<file path="config.mk">
export PLATFORM = sky130hd
export DESIGN_NAME = alu_share_arbiter
export DESIGN_NICKNAME = d
export VERILOG_FILES = /design/src/rtl/alu_pkg.sv /design/src/rtl/alu_core.sv /design/src/rtl/alu_share_arbiter.sv
export SDC_FILE = /design/constraint.sdc
export NUM_CORES = 1
export LEC_CHECK = 0
export BUFFER_PORTS_ARGS = -buffer_cell sky130_fd_sc_hd__buf_2
export CAP_MARGIN = 30
export CORE_MARGIN = 5
export CORE_UTILIZATION = 40
export DETAILED_ROUTE_END_ITERATION = 7
export PLACE_DENSITY_LB_ADDON = 0.12
export SETUP_SLACK_MARGIN = 0.2
export SLEW_MARGIN = 25
export SYNTH_ARGS = -nofsm -noshare
export SYNTH_HDL_FRONTEND = slang
export SYNTH_SLANG_ARGS = --single-unit
</file>
<file path="constraint.sdc">
create_clock -name clk -period 6.1 [get_ports clk]
set_input_delay 1.22 -clock clk [delete_from_list [all_inputs] [get_ports clk]]
set_output_delay 1.22 -clock clk [all_outputs]
set_load 0.03 [all_outputs]
</file>
<file path="src/rtl/alu_pkg.sv">
// Shared ALU control codes, arbiter state encoding and default width.
package alu_pkg;

  localparam int XLEN_DEFAULT = 32;

  // ALU control codes, identical to the core ALU decoder outputs
  localparam logic [3:0] ALU_ADD   = 4'b0000;
  localparam logic [3:0] ALU_SUB   = 4'b0001;
  localparam logic [3:0] ALU_AND   = 4'b0010;
  localparam logic [3:0] ALU_OR    = 4'b0011;
  localparam logic [3:0] ALU_XOR   = 4'b0100;
  localparam logic [3:0] ALU_SLT   = 4'b0101;
  localparam logic [3:0] ALU_SLTU  = 4'b0110;
  localparam logic [3:0] ALU_AUIPC = 4'b1000;
  localparam logic [3:0] ALU_LUI   = 4'b1001;
  localparam logic [3:0] ALU_SLL   = 4'b1010;
  localparam logic [3:0] ALU_SRA   = 4'b1011;
  localparam logic [3:0] ALU_SRL   = 4'b1100;

  typedef enum logic {
    ST_IDLE = 1'b0,
    ST_RESP = 1'b1
  } arb_state_e;

endpackage

</file>
<file path="src/rtl/alu_core.sv">
// Purely combinational ALU: operands plus control code to result/zero/illegal.
module alu_core
  import alu_pkg::*;
#(
  parameter int XLEN = XLEN_DEFAULT
) (
  input  logic [XLEN-1:0] a,
  input  logic [XLEN-1:0] b,
  input  logic [3:0]      ctrl,
  output logic [XLEN-1:0] result,
  output logic            zero,
  output logic            illegal
);

  logic [4:0] shamt_s;

  assign shamt_s = b[4:0];

  // Decode the control code and compute the result; unknown codes give 0 and flag illegal
  always_comb begin
    result  = '0;
    illegal = 1'b0;
    case (ctrl)
      ALU_ADD:   result = a + b;
      ALU_AUIPC: result = a + b;
      ALU_SUB:   result = a - b;
      ALU_AND:   result = a & b;
      ALU_OR:    result = a | b;
      ALU_XOR:   result = a ^ b;
      ALU_SLT:   result = {{(XLEN-1){1'b0}}, ($signed(a) < $signed(b))};
      ALU_SLTU:  result = {{(XLEN-1){1'b0}}, (a < b)};
      ALU_SLL:   result = a << shamt_s;
      ALU_SRL:   result = a >> shamt_s;
      ALU_SRA:   result = $unsigned($signed(a) >>> shamt_s);
      ALU_LUI:   result = b;
      default: begin
        result  = '0;
        illegal = 1'b1;
      end
    endcase
    zero = (result == '0);
  end

endmodule

</file>
<file path="src/rtl/alu_share_arbiter.sv">
// Round-robin sharing of one ALU between two valid/ready requesters,
// with the result held on a response channel until accepted.
module alu_share_arbiter
  import alu_pkg::*;
#(
  parameter int XLEN = XLEN_DEFAULT
) (
  input  logic              clk,
  input  logic              reset,
  input  logic [1:0]        req_valid,
  output logic [1:0]        req_ready,
  input  logic [2*XLEN-1:0] req_a,
  input  logic [2*XLEN-1:0] req_b,
  input  logic [7:0]        req_ctrl,
  output logic              rsp_valid,
  input  logic              rsp_ready,
  output logic              rsp_id,
  output logic [XLEN-1:0]   rsp_result,
  output logic              rsp_zero,
  output logic              rsp_illegal
);

  arb_state_e      state_q, state_d;
  logic            prio_q, prio_d;
  logic [XLEN-1:0] a_q, a_d;
  logic [XLEN-1:0] b_q, b_d;
  logic [3:0]      ctrl_q, ctrl_d;
  logic            id_q, id_d;

  logic            grant_s;
  logic            accept_s;

  // Pick the granted requester and raise its ready only while idle and out of reset
  always_comb begin
    grant_s   = 1'b0;
    req_ready = 2'b00;
    if (req_valid == 2'b11) begin
      grant_s = prio_q;
    end else if (req_valid[1]) begin
      grant_s = 1'b1;
    end else begin
      grant_s = 1'b0;
    end
    if (!reset && (state_q == ST_IDLE) && (req_valid != 2'b00)) begin
      req_ready[grant_s] = 1'b1;
    end else begin
      req_ready = 2'b00;
    end
    accept_s = ((req_valid & req_ready) != 2'b00);
  end

  // Next-state logic: capture the granted operation, then hold it until the response is taken
  always_comb begin
    state_d = state_q;
    prio_d  = prio_q;
    a_d     = a_q;
    b_d     = b_q;
    ctrl_d  = ctrl_q;
    id_d    = id_q;
    case (state_q)
      ST_IDLE: begin
        if (accept_s) begin
          a_d     = grant_s ? req_a[2*XLEN-1:XLEN] : req_a[XLEN-1:0];
          b_d     = grant_s ? req_b[2*XLEN-1:XLEN] : req_b[XLEN-1:0];
          ctrl_d  = grant_s ? req_ctrl[7:4] : req_ctrl[3:0];
          id_d    = grant_s;
          prio_d  = ~grant_s;
          state_d = ST_RESP;
        end else begin
          state_d = ST_IDLE;
        end
      end
      ST_RESP: begin
        if (rsp_ready) begin
          state_d = ST_IDLE;
        end else begin
          state_d = ST_RESP;
        end
      end
      default: state_d = ST_IDLE;
    endcase
  end

  // State and captured-operand registers with synchronous reset
  always_ff @(posedge clk) begin
    if (reset) begin
      state_q <= ST_IDLE;
      prio_q  <= 1'b0;
      a_q     <= '0;
      b_q     <= '0;
      ctrl_q  <= 4'b0000;
      id_q    <= 1'b0;
    end else begin
      state_q <= state_d;
      prio_q  <= prio_d;
      a_q     <= a_d;
      b_q     <= b_d;
      ctrl_q  <= ctrl_d;
      id_q    <= id_d;
    end
  end

  alu_core #(.XLEN(XLEN)) u_alu_core (
    .a       (a_q),
    .b       (b_q),
    .ctrl    (ctrl_q),
    .result  (rsp_result),
    .zero    (rsp_zero),
    .illegal (rsp_illegal)
  );

  assign rsp_valid = (state_q == ST_RESP);
  assign rsp_id    = id_q;

endmodule

</file>
==> metrics.cfg <==
[synth]
synthCells=1846
async_flop_share_pct=0
synth_top_cells_by_count=nor2_1, mux2i_1, nand2_1
yosys_most_used_dff=dfxtp_1
syn_area_um2=13600
ys_seq_area_share_pct=10.4
synth-seq-cells=71
yosysMostFrequentCell=nor2_1
syn_area_per_cell_um2=7.38
ys_warn_count=0
ys_top_cells_by_area=dfxtp_1, mux2i_1, ha_1, nor2_1, mux4_2
synth_top_area_share_pct=10.4
syn-num-nets=2086
synth_top_cell_by_area=dfxtp_1
yosysUniqueCellTypes=99
synth_edf_count=0

[placed_design]
gp_routability_congestion=1.06
placed_area_um2=15300
dpl.hpwl_mm=55.0
numPortBuffers=178

[timing]
tns_ps=0
worst_pin_slew_ps=1120
hold_viol_final=0
setup_violations=0
rsz0062_at_grt=no
clock_skew_ps=7.62
fmax_mhz=173
timing.slew.headroom_pct=25.2
timing.final.crit_period_ps=5770
final.period_utilization_pct=94.5
drv_slew=0

[worst_setup_path]
critPathMaxStageDelay_ps=480
cp.required_ps=4880
worst_setup_path_end_kind=output pin
reg2reg_to=a_q[10]$_SDFFE_PP0P_
cp_cell_sequence=inv_1 > ha_1 > or3_1 > or2_0 > a211oi_2 > o21ai_0 > nor3b_1 > o22ai_1 > o2111ai_1 > or4_4 > nor4_4 > nand4_1 > nor3_2 > buf_4
crit_family=simple AND/OR/NAND/NOR gates
critPathKind=reg2out
worst_path_max_delay_cell=or4_4
reg2reg_from=prio_q$_SDFFE_PP0P_
cp_max_fo=9
start_kind=flop
regToRegSetupSlack_ps=3200
cp.buffers_inverters=2
arrival_ps=4550
reg2reg_depth=4

[clock_network]
cts_buffer_depth=2
clock_latency_ps=380
cts_tree=done
clock_sinks=71
cts-root-buf=clkbuf_16
cts_buffers=9
clkTransAtPathRegs_ps=60
cts_htree_levels=3

[pwr]
powerDensity_nw_per_um2=240
combPwrFrac_pct=69.5
power.share.switching_pct=53.0
p_int_mw=1.84
p_switching_mw=2.07
ir_drop_v=0.000148
seqPwrFrac_pct=15.5
p_leak_nw=6.73
p_clk_share_pct=15.0

[die]
start_util_pct=40.6
dieArea_um2=37800
io_pins=179
coreArea_um2=33500
die_w_um=194
die_y_um=194
rows=67

[final_layout]
stdcell_area_um2=16300
drive_above_1_share_pct=25.5
fill_cells=3436
regArea_um2=1450
multi_input_area_um2=11500
area_growth_pct=19.6
nets=2233

[outcome]
status=completed

[min_path]
hold-path-endpoint=rsp_id$_SDFFE_PP0P_
hold_class=reg2reg
hold_path_depth=2
min_from=rsp_id$_SDFFE_PP0P_

[route]
via_per_inst=6.76
drt_iter0_drc=2049
drtPass1Iterations=6
drc=0
vias=16543
wl_per_cell_um=29.2
antenna_left=0
wirelength_mm=71.4

[job]
maxCapViolations=0

[global_route]
antenna_found_initial=2
grt_max_degree=138
grt_overflow=0
grtUsageTotal_pct=35.2
grt_pass1_wl_mm=102
grt_pass1_vias=15411

worst register-to-register path, stage by stage, from the launching register on:
cell	delay, ps
dfxtp_1	330
o21ai_4	740
buf_4	750
mux2i_1	230
a211oi_1	680
routing by layer:
metal | part of all wire, % | GRT usage [%] | vias to the layer above
li1 | - | - | 7293
met1 | 42 | 49.3 | 8114
met2 | 45 | 55.5 | 969
met3 | 9.6 | 6.37 | 165
met4 | 3.4 | 10.2 | 2
met5 | 0.025 | 0 | -
layout make-up:
class | count | share of cell area, %
multi-input cells | 1504 | 70.8
repair buffers | 308 | 12.6
flip-flops and latches | 71 | 8.87
well taps | 448 | 3.44
inverters | 99 | 2.28
clock buffers | 10 | 1.54
clock inverters | 6 | 0.415
diodes | 1 | 0.0154
flip-flops by register name, summed over array words and instances (netlist names):
register   count
b_q           32
a_q           32
ctrl_q         4
prio_q         1
rsp_valid      1
rsp_id         1
cells in the final DEF, fill, tap and decap left out, types with 10 or more instances in the layout:
cell type,synthesis,routed
a211oi_1,95,89
a21o_1,16,16
a21oi_1,117,112
a221o_1,10,10
a221oi_1,24,18
a22oi_1,25,25
a31oi_1,15,15
and2_1,10,10
and3_1,11,11
buf_2,42,177
buf_4,6,120
clkbuf_16,0,14
dfxtp_1,71,62
ha_1,97,80
ha_2,0,11
inv_1,93,92
mux2_2,29,29
mux2i_1,126,123
mux4_2,36,36
nand2_1,122,122
nand2b_1,19,18
nand3_1,26,24
nand4_1,16,16
nor2_1,219,217
nor2b_1,21,21
nor3_1,27,21
nor3b_1,14,13
nor4_1,13,11
o211ai_1,41,41
o21a_1,14,14
o21ai_0,78,67
o21ai_1,7,13
o221ai_1,20,20
o22ai_1,32,31
o31ai_1,12,10
or3_1,19,19
xnor2_1,12,11
cell families after synthesis:
family,Yosys count,synth area share [%]
compound gates,628,32.6
simple gates,563,20.0
buf+inv,271,8.52
mux,199,18.3
fa+ha+maj,100,9.28
flops,71,10.4
xor+xnor,14,0.901
through the flow:
step	setup slack, ps	total power [mW]	cells	utilization (%)	hold WS (ps)
6_report	333	3.91	2447	48.6	503
4_1_cts	217	3.72	2435	46.9	505
3_5_place_dp	249	3.08	2418	45.6	483
5_1_grt	174	4.08	2446	48.6	526
3_3_place_gp	166	3.08	2418	45.6	479
2_1_floorplan	380	2.19	1846	-	473
power groups by stage:
stage          clock network (mW)  logic [mW]  registers [mW]
2_1_floorplan                   0        1.62           0.571
3_3_place_gp                    0        2.48           0.607
3_5_place_dp                    0        2.48           0.609
4_1_cts                     0.597        2.52           0.601
5_1_grt                     0.611        2.85           0.613
6_report                    0.586        2.72           0.607
worst max-delay path by stage:
stage,start,to,cells past startpoint
6_report,a_q[8]$_SDFFE_PP0P_,rsp_zero,14
5_1_grt,a_q[8]$_SDFFE_PP0P_,rsp_zero,14
4_1_cts,a_q[0]$_SDFFE_PP0P_,rsp_zero,18
3_5_place_dp,b_q[1]$_SDFFE_PP0P_,rsp_zero,13
3_3_place_gp,b_q[1]$_SDFFE_PP0P_,rsp_zero,13
2_1_floorplan,b_q[3]$_SDFFE_PP0P_,rsp_zero,17
what timing repair did:
action                     CTS  global route
setup endpoints to repair    1             1
buffers inserted             0             7
hold buffers                 0             0
gates cloned                 1             4
pin swaps                    5            26
hold endpoints to repair     0             0
gates resized for setup     20            92
(Power assumes the default switching activity.)
